## src/rtl/alu_pkg.sv

```systemverilog
// Shared types and constants for the ALU writeback stage.
package alu_pkg;

  localparam int DATA_W = 8;
  localparam int OPC_W  = 5;

  // Bit positions within the 3-bit flags field {v,z,c}
  localparam int FLAG_C = 0;
  localparam int FLAG_Z = 1;
  localparam int FLAG_V = 2;

  typedef struct packed {
    logic [DATA_W-1:0] result;
    logic [2:0]        flags;
    logic [OPC_W-1:0]  opcode;
    logic              parity;
  } alu_wb_entry_t;

endpackage

```

## src/rtl/alu_wb_fifo.sv

```systemverilog
// In-order synchronous FIFO of alu_wb_entry_t.
// The count is exact, so a full FIFO and an empty FIFO can be told apart.
// Reads come straight from storage[rd_ptr], so there is no bypass path.
// The storage array itself is never reset.
module alu_wb_fifo
  import alu_pkg::*;
#(
  parameter  int DEPTH = 4,
  localparam int PTR_W = $clog2(DEPTH),
  localparam int CNT_W = PTR_W + 1
) (
  input  logic          clk,
  input  logic          rst,
  input  logic          push,
  input  logic          pop,
  input  alu_wb_entry_t wr_entry,
  output alu_wb_entry_t rd_entry,
  output logic          full,
  output logic          empty,
  output logic [CNT_W-1:0] count
);

  localparam logic [CNT_W-1:0] FULL_CNT = CNT_W'(DEPTH);

  alu_wb_entry_t    mem [DEPTH];
  logic [PTR_W-1:0] wr_ptr;
  logic [PTR_W-1:0] rd_ptr;
  logic             wr_en;
  logic             rd_en;

  assign full     = (count == FULL_CNT);
  assign empty    = (count == '0);
  assign wr_en    = push & ~full;
  assign rd_en    = pop & ~empty;
  assign rd_entry = mem[rd_ptr];

  // Entry storage. A write is ignored during the reset cycle.
  always_ff @(posedge clk) begin
    if (wr_en && !rst) begin
      mem[wr_ptr] <= wr_entry;
    end
  end

  // Pointer and occupancy bookkeeping. Pointers wrap naturally because DEPTH is a power of two.
  always_ff @(posedge clk) begin
    if (rst) begin
      wr_ptr <= '0;
      rd_ptr <= '0;
      count  <= '0;
    end else begin
      if (wr_en) wr_ptr <= wr_ptr + PTR_W'(1);
      if (rd_en) rd_ptr <= rd_ptr + PTR_W'(1);
      case ({wr_en, rd_en})
        2'b10:   count <= count + CNT_W'(1);
        2'b01:   count <= count - CNT_W'(1);
        default: ;
      endcase
    end
  end

endmodule

```

## src/rtl/alu_wb_stage.sv

```systemverilog
// ALU writeback stage.
// Buffers ALU results in the FIFO, and keeps the C/Z/V status register and the sticky
// overflow flag.
// Optional feature macro: ALU_WB_PARITY_EN. When it is defined, each entry stores its
// even parity, which is driven on out_parity.
module alu_wb_stage
  import alu_pkg::*;
#(
  parameter int DEPTH = 4
) (
  input  logic                     clk,
  input  logic                     rst,
  input  logic                     in_valid,
  output logic                     in_ready,
  input  logic [DATA_W-1:0]        in_result,
  input  logic                     in_cout,
  input  logic                     in_z,
  input  logic                     in_v,
  input  logic [OPC_W-1:0]         in_opcode,
  output logic                     out_valid,
  input  logic                     out_ready,
  output logic [DATA_W-1:0]        out_data,
  output logic [2:0]               out_flags,
  output logic [OPC_W-1:0]         out_opcode,
  output logic                     out_parity,
  output logic                     status_c,
  output logic                     status_z,
  output logic                     status_v,
  output logic                     sticky_v,
  input  logic                     clear_sticky,
  output logic [$clog2(DEPTH):0]   fifo_count
);

  alu_wb_entry_t wr_entry;
  alu_wb_entry_t rd_entry;
  logic          push;
  logic          pop;
  logic          full;
  logic          empty;

  assign in_ready  = ~full;
  assign out_valid = ~empty;
  assign push      = in_valid & in_ready;
  assign pop       = out_valid & out_ready;

  // Pack the incoming ALU result into a FIFO entry.
  always_comb begin
    wr_entry                = '0;
    wr_entry.result         = in_result;
    wr_entry.flags[FLAG_C]  = in_cout;
    wr_entry.flags[FLAG_Z]  = in_z;
    wr_entry.flags[FLAG_V]  = in_v;
    wr_entry.opcode         = in_opcode;
`ifdef ALU_WB_PARITY_EN
    wr_entry.parity         = ^in_result;
`else
    wr_entry.parity         = 1'b0;
`endif
  end

  alu_wb_fifo #(.DEPTH(DEPTH)) u_fifo (
    .clk      (clk),
    .rst      (rst),
    .push     (push),
    .pop      (pop),
    .wr_entry (wr_entry),
    .rd_entry (rd_entry),
    .full     (full),
    .empty    (empty),
    .count    (fifo_count)
  );

  assign out_data   = rd_entry.result;
  assign out_flags  = rd_entry.flags;
  assign out_opcode = rd_entry.opcode;

`ifdef ALU_WB_PARITY_EN
  assign out_parity = rd_entry.parity;
`else
  logic unused_parity;
  assign unused_parity = rd_entry.parity;
  assign out_parity    = 1'b0;
`endif

  // Status register follows the most recently accepted entry.
  // The sticky set from a push takes priority over clear_sticky.
  always_ff @(posedge clk) begin
    if (rst) begin
      status_c <= 1'b0;
      status_z <= 1'b0;
      status_v <= 1'b0;
      sticky_v <= 1'b0;
    end else begin
      if (push) begin
        status_c <= in_cout;
        status_z <= in_z;
        status_v <= in_v;
      end
      sticky_v <= (sticky_v & ~clear_sticky) | (push & in_v);
    end
  end

endmodule

```

## config.mk

```make
export PLATFORM = sky130hd
export DESIGN_NAME = alu_wb_stage
export DESIGN_NICKNAME = d
export VERILOG_FILES = /design/src/rtl/alu_pkg.sv /design/src/rtl/alu_wb_fifo.sv /design/src/rtl/alu_wb_stage.sv
export SDC_FILE = /design/constraint.sdc
export NUM_CORES = 1
export LEC_CHECK = 0
export ABC_AREA = 0
export BUFFER_PORTS_ARGS = -buffer_cell sky130_fd_sc_hd__buf_2
export CELL_PAD_IN_SITES_DETAIL_PLACEMENT = 1
export CELL_PAD_IN_SITES_GLOBAL_PLACEMENT = 1
export CORE_ASPECT_RATIO = 1.5
export CORE_MARGIN = 2
export CORE_UTILIZATION = 51
export DETAILED_ROUTE_END_ITERATION = 10
export PLACE_DENSITY = 0.83
export SLEW_MARGIN = 20
export SYNTH_ARGS = -nofsm -noshare
export SYNTH_HDL_FRONTEND = slang
export SYNTH_SLANG_ARGS = --single-unit
```

## constraint.sdc

```tcl
create_clock -name clk -period 3.9 [get_ports clk]
set_input_delay 0.195 -clock clk [delete_from_list [all_inputs] [get_ports clk]]
set_output_delay 0.195 -clock clk [all_outputs]
set_load 0.005 [all_outputs]
```

Yosys cells after proc, flatten, opt, wreduce, memory -nomap -nowiden --
Memories as Yosys holds them, arrays and structs flattened. A register that Yosys moved wholly into a read port is not among the register bits. Index checks and enable logic that the tools add are counted.
Cells by class: bitwise gates (word level) 10, mux-type cells 5, equal/unequal tests 3, add/sub/neg operators 4, reduce and logical (&&, ||, !) cells 4
Operators with widths (number):
- bitwise AND 1 bit | 6
- one-hot mux 3 bit (2 select lines) | 1
- adder 2 x 1 -> 2 bit (second input constant) | 2
- two-way mux 2 bit | 2
- adder 3 x 1 -> 3 bit (second input constant) | 1
- == test 3 bit (second input constant) | 1
- zero test 3 bit | 1
- NOT 1 bit | 3
- subtractor 3 x 1 -> 3 bit (second input constant) | 1
- == test 2 x 1 -> 1 bit (second input constant) | 1
- == test 2 bit (second input constant) | 1
- two-way mux 1 bit | 2
- nonzero test 2 bit | 1
- logical AND 1 bit | 1
- zero test 1 bit | 1
- bitwise OR 1 bit | 1
Storage, ports and cells: bits in writable memories 64, bits in registers 11, input bits 21, word-level logic and storage cells 34, memories 1
Memories:
- u_fifo.mem | words 4, bits a word 16, read ports 1, clocked after Yosys merged registers in 1, wr ports 1, RTL line alu_wb_fifo.sv:25 | alu_wb_entry_t mem [DEPTH];

Depth between registers and ports, before layout --
word-level depth 7, depth in mapped cells 9, gate-level depth less buffers 9

Modules after synthesis --
Synthesis repeated with hierarchy kept, for this count alone.
Second synthesis, totals: cells, all modules 164, area, all modules 3176.8 µm²
By module, submodules not included:
- alu_wb_fifo | area each 2979.1 µm², cells each 143, times used 1
- alu_wb_stage | area each 197.7 µm², cells each 21, times used 1

Worst setup path before layout --
Ideal clock, no wire load.
path kind register to register, start point register u_fifo.count[0], end point memory u_fifo.mem[1][0] (netlist bit), enable pin, data required time 3.487 ns, slack 1.479 ns, data arrival time 2.008 ns, path buffers 0, cell stages (with the launch flop) 5, path through dfxtp_1 > nor3b_4 > nor2_1 > inv_1 > nor3b_1
Between the ends: longest elaborated chain between the ends 7
Ends and longest elaborated chain:
- start, declared | RTL line alu_wb_fifo.sv:20 | output logic [CNT_W-1:0] count
- start signal, assigned | RTL line alu_wb_fifo.sv:54 | 2'b10: count <= count + CNT_W'(1);
- start signal, assigned | RTL line alu_wb_fifo.sv:55 | 2'b01: count <= count - CNT_W'(1);
- == test 3 bit * | RTL line alu_wb_fifo.sv:31 | assign full = (count == FULL_CNT);
- NOT 1 bit * | RTL line alu_wb_fifo.sv:33, alu_wb_stage.sv:41
- bitwise AND 1 bit | RTL line alu_wb_stage.sv:43 | assign push = in_valid & in_ready;
- bitwise AND 1 bit * | RTL line alu_wb_fifo.sv:33 | assign wr_en = push & ~full;
- logical AND 1 bit * | RTL line alu_wb_fifo.sv:39 | if (wr_en && !rst) begin
- two-way mux 1 bit * | RTL line alu_wb_fifo.sv:39
- two-way mux 1 bit (implied by the code) * | RTL line alu_wb_fifo.sv:40 | mem[wr_ptr] <= wr_entry;
- end, declared | RTL line alu_wb_fifo.sv:25
Mark *: on every way between the ends. The rest lies on a longest branch, timed or not.

Worst setup path after layout --
start point register u_fifo.count[2], end point register u_fifo.count[2]
Between the ends: longest elaborated chain between the ends 6, elaborated cells between the ends (all ways) 14, those cells by class 2 x add/sub; 3 x eq/ne; 1 x mux; 6 x bitwise; 2 x reduce/logical
Ends and longest elaborated chain:
- == test 3 bit or zero test 3 bit (tied branches) | RTL line alu_wb_fifo.sv:31, alu_wb_fifo.sv:32
- NOT 1 bit (on tied branches)
- bitwise AND 1 bit (on tied branches) | RTL line alu_wb_stage.sv:43, alu_wb_stage.sv:44
- bitwise AND 1 bit (on tied branches) | RTL line alu_wb_fifo.sv:33, alu_wb_fifo.sv:34
- == test 2 x 1 -> 1 bit or == test 2 bit (tied branches) | RTL line alu_wb_fifo.sv:53 | case ({wr_en, rd_en})
- one-hot mux 3 bit (2 select lines) or nonzero test 2 bit (tied branches)
Several ways; a longest one is shown, not always the timed one. A chain may end at the register's enable or synchronous reset.

==> summary.md <==
| Metric | Value |
|---|---|
| Status | `completed` |
| I/O Buffers | `45` |
| Critical Path AT | `2.77 ns` |
| Cell mode on critical path | `inv_1` |
| Post-DP Area | `3290 um2` |
| Pwr per Cell Area | `589 nW/um2` |
| Starting DRT DRC Count | `104` |
| H-tree levels | `3` |
| Drt wl/cell | `20.6 um` |
| Syn nets | `182` |
| Overall Global Routing Usage | `about 20%` |
| Congestion Overflow GR | `0` |
| Routed length on met3 | `260 um` |
| Fin. Hold Viols | `0` |
| Setup crit end | `u_fifo.count[2]$_SDFFE_PP0P_` |
| Filler cell count in the final layout | `538` |
| Cells after DPL | `269` |
| Max Cap Viol | `0` |
| Synth area leaders | `edfxtp_1 (64%), dfxtp_1 (8.7%), mux4_2 (7.5%)` |
| Clock slew at reported path FFs | `about 0.080 ns` |
| CP endpoint kind | `register` |
| Die Span Y | `97.7 um` |
| Post-Synthesis Cell Area | `2980 um2` |
| Longest Clk Path Bufs | `2` |
| First-pass GRT wire length | `9.16 mm` |
| Final TNS setup | `0 ns` |
| Reg-to-reg slack, setup | `1.39 ns` |
| M1 WL | `about 2.3 mm` |
| Initial DRT Pass Iterations | `4` |
| Cts bufs inserted | `9` |
| Worst setup path class | `register to register` |
| Final setup vio count | `0` |
| CP Cell Sequence | `nor3b_4, nor2_1, inv_1, ha_1, inv_1, fa_1, xor2_1, or3_1, a21oi_1` |
| Worst Path Required | `4.16 ns` |
| Post-synth top area cell | `edfxtp_1` |
| FFs w/ async S/R, synth | `0%` |
| Crit Reg-Reg Startpoint | `u_fifo.count[2]$_SDFFE_PP0P_` |
| Rows | `34` |
| Layout cells sized above 1 | `36.2%` |
| Synth Instances | `155` |
| Clock skew | `0.00772 ns` |
| Post-synthesis register bit count | `between 70 and 80` |
| Crit path time final | `between 2 and 3 ns` |
| Largest net degree at the start of global routing | `18` |
| Max transition margin | `a little over a third` |
| Pre-CTS setup slack | `1.40 ns` |
| Synth warnings | `0` |
| Vias in the first global route | `1,680` |
| Hold depth | `2` |
| Critical Path Source Type | `register` |
| Post-CTS Resized | `0` |
| Final wirelength | `5.86 mm` |
| Worst reg2reg path endpoint | `u_fifo.count[2]$_SDFFE_PP0P_` |
| Core Area | `5740 um2` |
| DR DRC count | `0` |
| Synth unique cells | `26` |
| Initial antenna violation count | `0` |
| WP depth | `9` |
| Post-CTS setup buffers | `0` |
| Crit-path max FO | `7` |
| Initial Util | `about half` |
| Antenna fix cells | `0` |
| Gp weighted congestion | `between 0.7 and 0.8` |
| Clock root buffer | `clkbuf_8` |
| Layout Nets | `235` |
| Max Transition Viols Final | `0` |
| ANT nets after route | `0` |
| CP top delay family | `simple AND/OR/NAND/NOR gates` |
| Tcrit/Tclk final | `64.3%` |
| CP Launch Point | `u_fifo.count[2]$_SDFFE_PP0P_` |
| EDFF count, synth | `64` |
| CTS sink count | `77` |
| Most common cell in the netlist | `edfxtp_1` |
| Dpl hpwl | `4.13 mm` |
| Max IR drop VDD | `0.347 mV` |
| P_leak | `0.00125 uW` |
| WL met2 | `around 3.2 mm` |
| CTS tree | `done` |
| I/O pins | `47` |
| DIE AREA | `6490 um2` |
| Max frequency | `399 MHz` |
| CP peak stage delay | `about 0.44 ns` |
| Clk_lat worst skew | `around 0.34 ns` |
| Area growth, synth to finish | `17.2%` |
| Hold Path Class | `primary input to register` |
| Post-route cell area | `3500 um2` |
| RSZ-0062 raised after global routing | `false` |
| Worst Reg-to-Reg Cells | `9` |
| Final worst slack | `1.39 ns` |
| Post-synth top cells | `edfxtp_1 (64), dfxtp_1 (13), mux4_2 (10)` |
| Slowest stage cell on the critical path | `dfxtp_1` |
| Post-route insts no fill | `285` |
| Die W | `66.5 um` |
| Via count | `about 1,500` |
| Tightest Pin Transition | `a little under 1 ns` |
| Number of hold buffers added after cts | `0` |
| Uppermost layer routed | `met4` |
| DR vias/cell | `5.40` |
| Main synth FF type | `edfxtp_1` |
| Post-synthesis sequential area ratio | `73.1%` |
| Top-area cell type share of the netlist area | `64.4%` |
| Post-Syn Area per Cell | `around 19 um2` |
| Worst path bufs/invs | `2` |
## cells by family (layout without fill, tap and decap cells)
logic type | after synthesis | count (layout) | synth area share [%]
multiplexers | 16 | 16 | 12.8
AO/OA/AOI/OAI | 15 | 15 | 2.77
XOR/XNOR | 4 | 4 | 1.17
flip-flops | 77 | 77 | 73.1
adder cells (fa/ha/maj) | 6 | 6 | 2.77
AND/OR/NAND/NOR | 21 | 21 | 4.32
other | 1 | 1 | 0.126
buffers and inverters | 15 | 73 | 2.89
## worst min-delay path by stage
| stage | startpoint | to | slack, ns |
|---|---|---|---|
| CTS | clear_sticky | sticky_v$_SDFF_PP0_ | 0.04 |
| finish | clear_sticky | sticky_v$_SDFF_PP0_ | 0.05 |
| global route | in_result[7] | u_fifo.mem[0][15]$_DFFE_PP_ | 0.06 |
| floorplan | in_opcode[0] | u_fifo.mem[0][0]$_DFFE_PP_ | 0.29 |
| detailed placement | in_result[2] | u_fifo.mem[0][10]$_DFFE_PP_ | 0.42 |
| global placement | clear_sticky | sticky_v$_SDFF_PP0_ | 0.40 |
## worst register-to-register path: stages, from the launching register on
cell	delay (ns)
dfxtp_1	0.44
nor3b_4	0.33
nor2_1	0.11
inv_1	0.21
ha_1	0.25
inv_1	0.07
fa_1	0.38
xor2_1	0.16
or3_1	0.30
a21oi_1	0.18
## cells in the final DEF (no fill, tap or decap), drive strengths merged
cell type,count
fa,1
bufinv,2
nor3b,5
dfxtp,13
clkbuf,10
nor2,7
inv,8
o21ai,7
xor2,3
ha,5
clkinv,4
xnor2,1
or3,2
edfxtp,64
nand4b,1
mux4,16
nand3,4
nand2b,2
buf,49
conb,1
o311ai,1
o31a,1
a21oi,6
## layout make-up
type	count	area, um2	area share, %
Clock buffer	10	128	3.65
Sequential cell	77	2180	62.4
Multi-Input combinational cell	63	736	21.0
Timing Repair Buffer	49	255	7.30
Clock inverter	6	77.6	2.22
Inverter	8	30.0	0.858
Tap cell	72	90.1	2.58
## per-stage QoR
step / hold slack, ns / power, uW / utilization, %
after detailed placement: 0.418 / 1460 / 57.3
after global routing: 0.0637 / 2160 / 60.9
final: 0.0530 / 2060 / 60.9
after global placement: 0.397 / 1430 / 57.3
after floorplan: 0.294 / 1320 / -
after CTS: 0.0428 / 2080 / 60.9
## routing by layer
| metal | track usage (%) | vias up |
|---|---|---|
| li1 | - | 713 |
| met1 | 23.8 | 769 |
| met2 | 34.6 | 45 |
| met3 | 4.17 | 11 |
| met4 | 9.89 | 0 |
| met5 | 0 | - |
## sequential cells by signal, indices dropped and copies added, names as in the netlist, named ones only
signal / flops
u_fifo.rd_ptr: 2
u_fifo.wr_ptr: 2
status_v: 1
status_z: 1
u_fifo.count: 3
status_c: 1
u_fifo.mem: 64
sticky_v: 1
## report_power, final
group	switching (uW)	internal (uW)	leakage, uW
clock network	272	354	0.000105
registers	89.0	954	0.000688
logic	163	228	0.000453
total	524	1540	0.00125
Power figures use the tool's default switching activity.
